`src/rtl/inert_pkg.sv`:
```
// inert_pkg -- shared types and constants for the inertial sensor front-end.
//   state_t        : sequencer states (power-up wait, config, idle, read)
//   CFG_*          : the four IMU configuration write commands, in issue order
//   RD_*           : register addresses of the pitch-rate and Z-accel byte pairs
//   cfg_cmd/rd_cmd : map the 2-bit command index onto the 16-bit SPI word
package inert_pkg;

    typedef enum logic [2:0] {
        PWR,
        CFG,
        CFG_WT,
        IDLE,
        RD,
        RD_WT
    } state_t;

    // Configuration writes: {R/W=0 + addr, data}
    localparam logic [15:0] CFG_INT1  = 16'h0D02;  // INT1 driven by data-ready
    localparam logic [15:0] CFG_ACCEL = 16'h1053;  // accel 208 Hz, +/-2 g
    localparam logic [15:0] CFG_GYRO  = 16'h1150;  // gyro 208 Hz
    localparam logic [15:0] CFG_ROUND = 16'h1460;  // rounding on

    // Read addresses with the R/W bit already set
    localparam logic [7:0] RD_PTCH_L = 8'hA2;
    localparam logic [7:0] RD_PTCH_H = 8'hA3;
    localparam logic [7:0] RD_AZ_L   = 8'hAC;
    localparam logic [7:0] RD_AZ_H   = 8'hAD;

    function automatic logic [15:0] cfg_cmd(input logic [1:0] idx);
        logic [15:0] word;
        case (idx)
            2'd0:    word = CFG_INT1;
            2'd1:    word = CFG_ACCEL;
            2'd2:    word = CFG_GYRO;
            default: word = CFG_ROUND;
        endcase
        return word;
    endfunction

    function automatic logic [15:0] rd_cmd(input logic [1:0] idx);
        logic [7:0] addr;
        case (idx)
            2'd0:    addr = RD_PTCH_L;
            2'd1:    addr = RD_PTCH_H;
            2'd2:    addr = RD_AZ_L;
            default: addr = RD_AZ_H;
        endcase
        return {addr, 8'h00};
    endfunction

endpackage

```
`src/rtl/sync2.sv`:
```
// sync2 -- generic two-flop synchronizer for signals asynchronous to clk.
//   clk   : destination clock
//   rst_n : asynchronous active-low reset, both flops clear to 0
//   d     : asynchronous input
//   q     : synchronized output (second flop)
module sync2 #(
    parameter int WIDTH = 1
) (
    input  logic             clk,
    input  logic             rst_n,
    input  logic [WIDTH-1:0] d,
    output logic [WIDTH-1:0] q
);

    logic [WIDTH-1:0] ff1;

    always_ff @(posedge clk or negedge rst_n) begin
        if (!rst_n) begin
            ff1 <= '0;
            q   <= '0;
        end else begin
            ff1 <= d;
            q   <= ff1;
        end
    end

endmodule

```
`src/rtl/inert_intf.sv`:
```
// inert_intf -- IMU front-end. Waits out the IMU power-up time, writes the
// four configuration registers over the shared SPI master, then on each
// data-ready interrupt reads the pitch-rate and Z-accel byte pairs and
// presents them as one sample with a single-cycle vld strobe.
//   clk, rst_n : system clock, asynchronous active-low reset
//   INT        : IMU data-ready interrupt (asynchronous, synchronized here)
//   wrt, cmd   : one-cycle SPI start strobe and the command word it carries
//   done       : SPI transaction complete strobe
//   rd_data    : SPI read-back, low byte carries the register value
//   vld        : one-cycle strobe, ptch_rt/AZ hold a fresh sample
//   ptch_rt,AZ : {high byte, low byte} of pitch rate and Z acceleration
module inert_intf
    import inert_pkg::*;
#(
    parameter int INIT_CYCLES = 65535
) (
    input  logic        clk,
    input  logic        rst_n,
    input  logic        INT,
    output logic        wrt,
    output logic [15:0] cmd,
    input  logic        done,
    input  logic [15:0] rd_data,
    output logic        vld,
    output logic [15:0] ptch_rt,
    output logic [15:0] AZ
);

    // Timer only has to reach INIT_CYCLES-1.
    localparam int              TW         = (INIT_CYCLES > 1) ? $clog2(INIT_CYCLES) : 1;
    localparam logic [TW-1:0]   TIMER_LAST = TW'(INIT_CYCLES - 1);

    state_t       state;
    logic [TW-1:0] timer;
    logic [1:0]   idx;
    logic         int_ff2;
    logic [7:0]   ptch_lo;
    logic [7:0]   ptch_hi;
    logic [7:0]   az_lo;

    // Only the low byte of the read-back is meaningful.
    logic unused_rd_hi;
    assign unused_rd_hi = &{1'b0, rd_data[15:8]};

    sync2 #(
        .WIDTH(1)
    ) u_int_sync (
        .clk  (clk),
        .rst_n(rst_n),
        .d    (INT),
        .q    (int_ff2)
    );

    always_ff @(posedge clk or negedge rst_n) begin
        if (!rst_n) begin
            state   <= PWR;
            timer   <= '0;
            idx     <= 2'd0;
            wrt     <= 1'b0;
            cmd     <= 16'h0000;
            vld     <= 1'b0;
            ptch_rt <= 16'h0000;
            AZ      <= 16'h0000;
            ptch_lo <= 8'h00;
            ptch_hi <= 8'h00;
            az_lo   <= 8'h00;
        end else begin
            wrt <= 1'b0;
            vld <= 1'b0;
            case (state)
                PWR: begin
                    if (timer == TIMER_LAST) begin
                        state <= CFG;
                        idx   <= 2'd0;
                    end else begin
                        timer <= timer + 1'b1;
                    end
                end
                CFG: begin
                    wrt   <= 1'b1;
                    cmd   <= cfg_cmd(idx);
                    state <= CFG_WT;
                end
                CFG_WT: begin
                    if (done) begin
                        if (idx == 2'd3) begin
                            state <= IDLE;
                        end else begin
                            idx   <= idx + 2'd1;
                            state <= CFG;
                        end
                    end
                end
                IDLE: begin
                    // The first read is launched straight from IDLE so that
                    // INT-to-wrt stays at two sync flops plus one clock.
                    // Level sensitive: a still-high INT restarts at once.
                    if (int_ff2) begin
                        wrt   <= 1'b1;
                        cmd   <= rd_cmd(2'd0);
                        idx   <= 2'd0;
                        state <= RD_WT;
                    end
                end
                RD: begin
                    wrt   <= 1'b1;
                    cmd   <= rd_cmd(idx);
                    state <= RD_WT;
                end
                RD_WT: begin
                    if (done) begin
                        case (idx)
                            2'd0: ptch_lo <= rd_data[7:0];
                            2'd1: ptch_hi <= rd_data[7:0];
                            2'd2: az_lo   <= rd_data[7:0];
                            default: begin
                                // AZ high byte goes straight to the output.
                                ptch_rt <= {ptch_hi, ptch_lo};
                                AZ      <= {rd_data[7:0], az_lo};
                                vld     <= 1'b1;
                            end
                        endcase
                        if (idx == 2'd3) begin
                            state <= IDLE;
                        end else begin
                            idx   <= idx + 2'd1;
                            state <= RD;
                        end
                    end
                end
                default: state <= PWR;
            endcase
        end
    end

endmodule
```
`config.mk`:
```
export PLATFORM = sky130hd
export DESIGN_NAME = inert_intf
export DESIGN_NICKNAME = d
export VERILOG_FILES = /design/src/rtl/inert_pkg.sv /design/src/rtl/sync2.sv /design/src/rtl/inert_intf.sv
export SDC_FILE = /design/constraint.sdc
export NUM_CORES = 1
export LEC_CHECK = 0
export BUFFER_PORTS_ARGS = -buffer_cell sky130_fd_sc_hd__buf_2
export CAP_MARGIN = 20
export CELL_PAD_IN_SITES_DETAIL_PLACEMENT = 1
export CELL_PAD_IN_SITES_GLOBAL_PLACEMENT = 1
export CORE_MARGIN = 1.5
export CORE_UTILIZATION = 45
export DETAILED_ROUTE_END_ITERATION = 10
export PLACE_DENSITY_LB_ADDON = 0.15
export SLEW_MARGIN = 20
export SYNTH_ARGS = -nofsm -noshare
export SYNTH_HDL_FRONTEND = slang
export SYNTH_HIERARCHICAL = 1
export SYNTH_SLANG_ARGS = --single-unit
```
`constraint.sdc`:
```
create_clock -name clk -period 2.4 [get_ports clk]
set_input_delay 0.72 -clock clk [delete_from_list [all_inputs] [get_ports clk]]
set_output_delay 0.72 -clock clk [all_outputs]
set_load 0.005 [all_outputs]
```
# [Yosys cells after proc, flatten, opt, wreduce, memory -nomap -nowiden]
# Cells that the tools add are included.
[word_totals] mem_count=0 reg_bits=97 output_inout_bits=50 word_cells=68 latchBits=0 romBits=0 ram_bits=0 in_bits=20
[classes] bitwise_logic=2 n_shift=0 n_eq_ne=15 n_mul=0 n_lt_le_gt_ge=0 div_mod_pow=0 n_addsub=2 n_reduce_logical=15 muxes=21
[ops] operator="16-bit case mux with 3 select lines" n=1
[ops] operator="13-bit case mux with 3 select lines" n=1
[ops] operator="3-bit case mux with 6 select lines" n=1
[ops] operator="16-bit by 1-bit adder with 16-bit output, second input constant" n=1
[ops] operator="16-bit == test, second input constant" n=1
[ops] operator="16-bit two-way mux" n=1
[ops] operator="3-bit two-way mux" n=5
[ops] operator="4-bit case mux with 3 select lines" n=1
[ops] operator="3-bit AND reduction" n=4
[ops] operator="2-bit two-way mux" n=5
[ops] operator="2-bit != test, second input constant" n=4
[ops] operator="3-bit by 2-bit == test with 1-bit output, second input constant" n=2
[ops] operator="3-bit == test, second input constant" n=2
[ops] operator="2-bit case mux with 3 select lines" n=1
[ops] operator="3-bit nonzero test" n=2
[ops] operator="5-bit AND reduction" n=1
[ops] operator="2-bit == test, second input constant" n=2
[ops] operator="1-bit two-way mux" n=4
[ops] operator="2-bit by 1-bit != test with 1-bit output, second input constant" n=2
[ops] operator="2-bit AND reduction" n=2
[ops] operator="4-bit AND reduction" n=1
[ops] operator="2-bit OR reduction" n=2
[ops] operator="3-bit by 1-bit == test with 1-bit output, second input constant" n=1
[ops] operator="3-bit zero test" n=1
[ops] operator="other kinds (6)" n=7

# [Longest topological paths before layout]
[logic_depth] word_depth=5 ltp_mapped=8 mapped_depth_nobuf=7

# [Cells and area by module]
# Netlist, hierarchy kept.
[by_module_without_submodules] mod="inert_intf" area_per_inst_um2=3787.4 seq_area_each_um2=2227.1 cells_per_inst=286 instances=1
[by_module_without_submodules] mod="sync2" area_per_inst_um2=50.0 seq_area_each_um2=50.0 cells_per_inst=2 instances=1

# [Least setup slack after synthesis]
# No wires, ideal clock.
[synth_timing] path_type="flip-flop to flip-flop" from="reg timer[0]" to="reg timer[6]" arrival_ps=1775 t_required_ps=2276 setup_slack_ps=501 stages_incl_launch_ff=9 n_path_buf=1 period_less_slack_ps=1899 setup_time_ps=124 cell_sequence="dfrtp_1 inv_1 ha_1 nand3_1 or4_4 and2_4 buf_6 and3_4 xor2_1"
[synth_between] elab_chain_len=3 word_cells_on_any_way=4 cone_classes="add/sub: 1; eq/ne: 1; bitwise: 1; reduce/logical: 1"
[synth_lines] item="start, declared" line="inert_intf.sv:34" rtl="logic [TW-1:0] timer;"
[synth_lines] item="start signal, assigned" line="inert_intf.sv:76" rtl="timer <= timer + 1'b1;"
[synth_lines] item="branches (longest 3 deep; another with 16-bit by 1-bit adder with 16-bit output)"
# Parallel ways; which one is timed is not known.
# A chain may end at the register's enable or synchronous reset.

# [Worst setup path in the final report]
[layout_timing] from="reg state[1]" to="reg ptch_hi[2]"
[layout_between] elab_chain_len=2
[layout_lines] item="start, declared" line="inert_intf.sv:33" rtl="state_t state;"
[layout_lines] item="start signal, assigned" line="inert_intf.sv:56" rtl="state <= PWR;"
[layout_lines] item="start signal, assigned" line="inert_intf.sv:73" rtl="state <= CFG;"
[layout_lines] item="start signal, assigned" line="inert_intf.sv:82" rtl="state <= CFG_WT;"
[layout_lines] item="3-bit == test" line="inert_intf.sv:70" rtl="case (state)"
[layout_lines] item="3-bit AND reduction (no line)"
[layout_lines] item="end signal, assigned" line="inert_intf.sv:114" rtl="2'd1: ptch_hi <= rd_data[7:0];"
[layout_lines] item="end, declared" line="inert_intf.sv:38" rtl="logic [7:0] ptch_hi;"
# No other way between the ends.

==> flow_results.xml <==
<?xml version="1.0" encoding="UTF-8"?>
<metrics>
  <group name="status">
    <metric name="status" unit="">completed</metric>
  </group>
  <group name="finish">
    <metric name="synthToLayoutAreaGrowth" unit="%">15.59</metric>
    <metric name="layout-drive-gt1-share" unit="">0.3390</metric>
    <metric name="n_fill_cell" unit="">870</metric>
    <metric name="utilization" unit="">0.5371</metric>
    <metric name="design_area" unit="mm2">0.004436</metric>
    <metric name="finalNonFillerCells" unit="">459</metric>
    <metric name="num_antenna_cells" unit="">0</metric>
    <metric name="design.final.nets" unit="">376</metric>
  </group>
  <group name="clock_tree">
    <metric name="cts_hold_buf" unit="">0</metric>
    <metric name="cts_buffer_depth" unit="">2</metric>
    <metric name="clk_transition_reported_paths" unit="ps">100</metric>
    <metric name="tritoncts_num_sinks" unit="">91</metric>
    <metric name="worstSkewPairLatency" unit="ps">350</metric>
    <metric name="post_cts_buffers" unit="">0</metric>
    <metric name="h_tree_levels" unit="">3</metric>
    <metric name="cts-resized-gates" unit="">0</metric>
    <metric name="clockRootBuffer" unit="">sky130_fd_sc_hd__clkbuf_8</metric>
    <metric name="tritoncts.num_buffers" unit="">9</metric>
    <metric name="cts_tree" unit="">done</metric>
  </group>
  <group name="global_routing">
    <metric name="grt_pass1_wl" unit="um">12250</metric>
    <metric name="grt_start_max_net_pins" unit="">66</metric>
    <metric name="gr-max-usage-layer" unit="">met2</metric>
    <metric name="grt_pass1_vias" unit="">2478</metric>
    <metric name="grt_antenna_before_repair" unit="">0</metric>
    <metric name="groute.layer.met1.usage" unit="">0.2281</metric>
    <metric name="grt-ovfl-total" unit="">0</metric>
    <metric name="global_route.usage.met2" unit="">0.2931</metric>
    <metric name="total_global_route_track_usage" unit="">0.1774</metric>
    <metric name="global_route.usage.met3" unit="">0.03030</metric>
  </group>
  <group name="sta">
    <metric name="finalSetupViolCount" unit="">0</metric>
    <metric name="fmax" unit="MHz">492.2</metric>
    <metric name="grt_setup_unrepaired" unit="">false</metric>
    <metric name="tightestPinTransition" unit="ps">706.2</metric>
    <metric name="slew-limit-headroom" unit="">0.5292</metric>
    <metric name="slew_violations" unit="">0</metric>
    <metric name="hold_violations" unit="">0</metric>
    <metric name="final.min_clock_period" unit="ps">2032</metric>
    <metric name="finalSetupTns" unit="ps">0</metric>
    <metric name="setup_slack" unit="ps">368.2</metric>
    <metric name="min_period_over_period" unit="">0.8466</metric>
    <metric name="worst_hold_slack" unit="ps">343.8</metric>
    <metric name="clock_skew" unit="ps">12.66</metric>
  </group>
  <group name="power_and_ir_drop">
    <metric name="power_switching" unit="mW">0.5993</metric>
    <metric name="power_density" unit="mW/mm2">594.6</metric>
    <metric name="pwr-share-seq" unit="">0.582</metric>
    <metric name="internal_power" unit="mW">2.038</metric>
    <metric name="share_clk_of_total_power" unit="">0.398</metric>
    <metric name="total_leakage_power" unit="nW">2.414</metric>
    <metric name="power_frac_comb" unit="">0.020</metric>
    <metric name="ir_drop" unit="mV">0.3080</metric>
    <metric name="netSwitchingFraction" unit="">0.2273</metric>
    <metric name="post-layout-total-power" unit="mW">2.637</metric>
  </group>
  <group name="yosys">
    <metric name="synth-seq-cells" unit="">91</metric>
    <metric name="ys_seq_area_frac" unit="">0.5934</metric>
    <metric name="post_synth_main_area_contributors" unit="">sky130_fd_sc_hd__dfrtp_1 59%, sky130_fd_sc_hd__mux2_2 11%, sky130_fd_sc_hd__mux2_1 5.6%</metric>
    <metric name="synth-async-reset-ratio" unit="">1.000</metric>
    <metric name="ys.flop_type" unit="">sky130_fd_sc_hd__dfrtp_1</metric>
    <metric name="area_share_of_the_largest_cell_type_after_synthesis" unit="">0.5934</metric>
    <metric name="netlist_area" unit="mm2">0.003837</metric>
    <metric name="yosys-top-cells-count" unit="">91 x sky130_fd_sc_hd__dfrtp_1, 38 x sky130_fd_sc_hd__mux2_2, 21 x sky130_fd_sc_hd__nand2_1, 19 x sky130_fd_sc_hd__mux2_1, 15 x sky130_fd_sc_hd__xnor2_1</metric>
    <metric name="synth_cells" unit="">288</metric>
    <metric name="synth_enable_flop_cells" unit="">0</metric>
    <metric name="synth_largest_area_cell" unit="">sky130_fd_sc_hd__dfrtp_1</metric>
    <metric name="synth_most_common_cell" unit="">sky130_fd_sc_hd__dfrtp_1</metric>
    <metric name="synth.distinct_cells" unit="">47</metric>
    <metric name="ys.warnings.count" unit="">6</metric>
    <metric name="post_synth.cell_area_avg" unit="um2">13.32</metric>
  </group>
  <group name="placement">
    <metric name="numPortBuffers" unit="">57</metric>
    <metric name="placedCellCount" unit="">443</metric>
    <metric name="detailed_place.area" unit="mm2">0.004237</metric>
    <metric name="place_hpwl" unit="um">5152</metric>
    <metric name="post-place-ws" unit="ps">390.5</metric>
    <metric name="globalplace.congestion" unit="">0.7358</metric>
  </group>
  <group name="run">
    <metric name="drv.max_cap_violation_count" unit="">0</metric>
  </group>
  <group name="floorplanning">
    <metric name="pin_count" unit="">70</metric>
    <metric name="die-width" unit="um">95.35</metric>
    <metric name="core_region_area" unit="mm2">0.008258</metric>
    <metric name="rows" unit="">33</metric>
    <metric name="die_y" unit="um">95.35</metric>
    <metric name="die_area" unit="mm2">0.009091</metric>
    <metric name="starting_density" unit="">0.4647</metric>
  </group>
  <group name="worst_hold_path">
    <metric name="hp-class" unit="">in2async</metric>
  </group>
  <group name="critical_path">
    <metric name="critical_path.cell_chain" unit="">and2b_1, and3_1, nand2_1, mux2_2</metric>
    <metric name="top_cell_family_by_delay_on_the_critical_path" unit="">simple AND/OR/NAND/NOR gates</metric>
    <metric name="setup.worst_path.class" unit="">reg2reg</metric>
    <metric name="path_max_fanout" unit="">13</metric>
    <metric name="setup.worst_path.end_class" unit="">flop</metric>
    <metric name="crit_path_dat" unit="ps">2260</metric>
    <metric name="critical-path-slowest-cell" unit="">sky130_fd_sc_hd__dfrtp_1</metric>
    <metric name="longest_individual_stage_delay_on_the_worst_path" unit="ps">580</metric>
    <metric name="path_buf_inv" unit="">0</metric>
    <metric name="required" unit="ps">2630</metric>
    <metric name="worstSetupStartpointType" unit="">flop</metric>
  </group>
  <group name="drt">
    <metric name="initial_detailed_routing_violation_count" unit="">43</metric>
    <metric name="finalWirelength" unit="um">7263</metric>
    <metric name="num_vias" unit="">2394</metric>
    <metric name="drtPass1Iterations" unit="">4</metric>
    <metric name="drt.antenna.violating_nets" unit="">0</metric>
    <metric name="post_drt_via_cell_ratio" unit="">5.216</metric>
    <metric name="drc_errors" unit="">0</metric>
    <metric name="routed_wire_length_per_instance" unit="um">15.82</metric>
  </group>
</metrics>
## placed cells by master, fill, tap and decap left out, drive strengths merged, types with 2 or more instances in the layout
master    instances
clkbuf           10
buf              61
clkinvlp          2
a221o             2
nand3             4
o21ai             9
a21oi             4
nand4             9
nor2              6
and2              4
dfrtp            91
xnor2            15
mux2i             2
nand2            21
inv              11
nand2b            3
a22o              4
o22ai             3
conb              4
ha                7
nor3              3
and3              4
mux2             57
## power groups by stage
| stage | registers (mW) | logic [mW] | clock network, mW |
|---|---|---|---|
| finish | 1.54 | 0.0531 | 1.05 |
| global route | 1.54 | 0.0622 | 1.15 |
| CTS | 1.54 | 0.0561 | 1.08 |
| detailed placement | 1.57 | 0.0559 | 0 |
| global placement | 1.57 | 0.0549 | 0 |
| floorplan | 1.57 | 0.00798 | 0 |
## area by class of cell
class,instances,area [um2],area share
Inverter,9,33.78,0.007616
Clock buffer,10,127.6,0.02877
Timing Repair Buffer,61,342.8,0.07729
Multi-Input combinational cell,177,1451,0.3272
Tap cell,105,131.4,0.02962
Sequential cell,91,2277,0.5134
Clock inverter,6,71.32,0.01608
## cell families (layout without fill, tap and decap cells)
kind of cell             after synthesis  count (layout)  share of synthesized area
flip-flops                            91              91                     0.5934
buffers and inverters                 23              86                    0.03130
other                                  1               4                  0.0009772
AND/OR/NAND/NOR                       61              61                    0.08739
multiplexers                          59              59                     0.1725
adder cells (fa/ha/maj)                7               7                    0.02282
AO/OA/AOI/OAI                         30              30                    0.05510
XOR/XNOR                              16              16                    0.03652
## worst paths after layout
path                            cells after the start  slack [ps]                      from                       to
worst min-delay path                                2         340                     rst_n       cmd[4]$_DFFE_PN0P_
worst min register to register                      0         370  u_int_sync/ff1$_DFF_PN0_   u_int_sync/q$_DFF_PN0_
worst max register to register                      4         370      state[1]$_DFFE_PN0P_   ptch_hi[2]$_DFFE_PN0P_
min in group clk                                    0         370  u_int_sync/ff1$_DFF_PN0_   u_int_sync/q$_DFF_PN0_
max in group asynchronous                           2        1750                     rst_n  ptch_rt[13]$_DFFE_PN0P_
worst max-delay path                                4         370      state[1]$_DFFE_PN0P_   ptch_hi[2]$_DFFE_PN0P_
## metal layers
metal  vias up  share of wire
met2        39           0.50
met1      1223           0.45
li1       1123              -
met3         9          0.034
met5         -              0
met4         0          0.016
## registers in the layout (all words and copies together), names as in the netlist
name            count
u_int_sync/ff1      1
idx                 2
wrt                 1
u_int_sync/q        1
vld                 1
state               3
AZ                 16
timer              16
ptch_hi             8
ptch_rt            16
cmd                10
ptch_lo             8
az_lo               8
(Power assumes the default switching activity.)
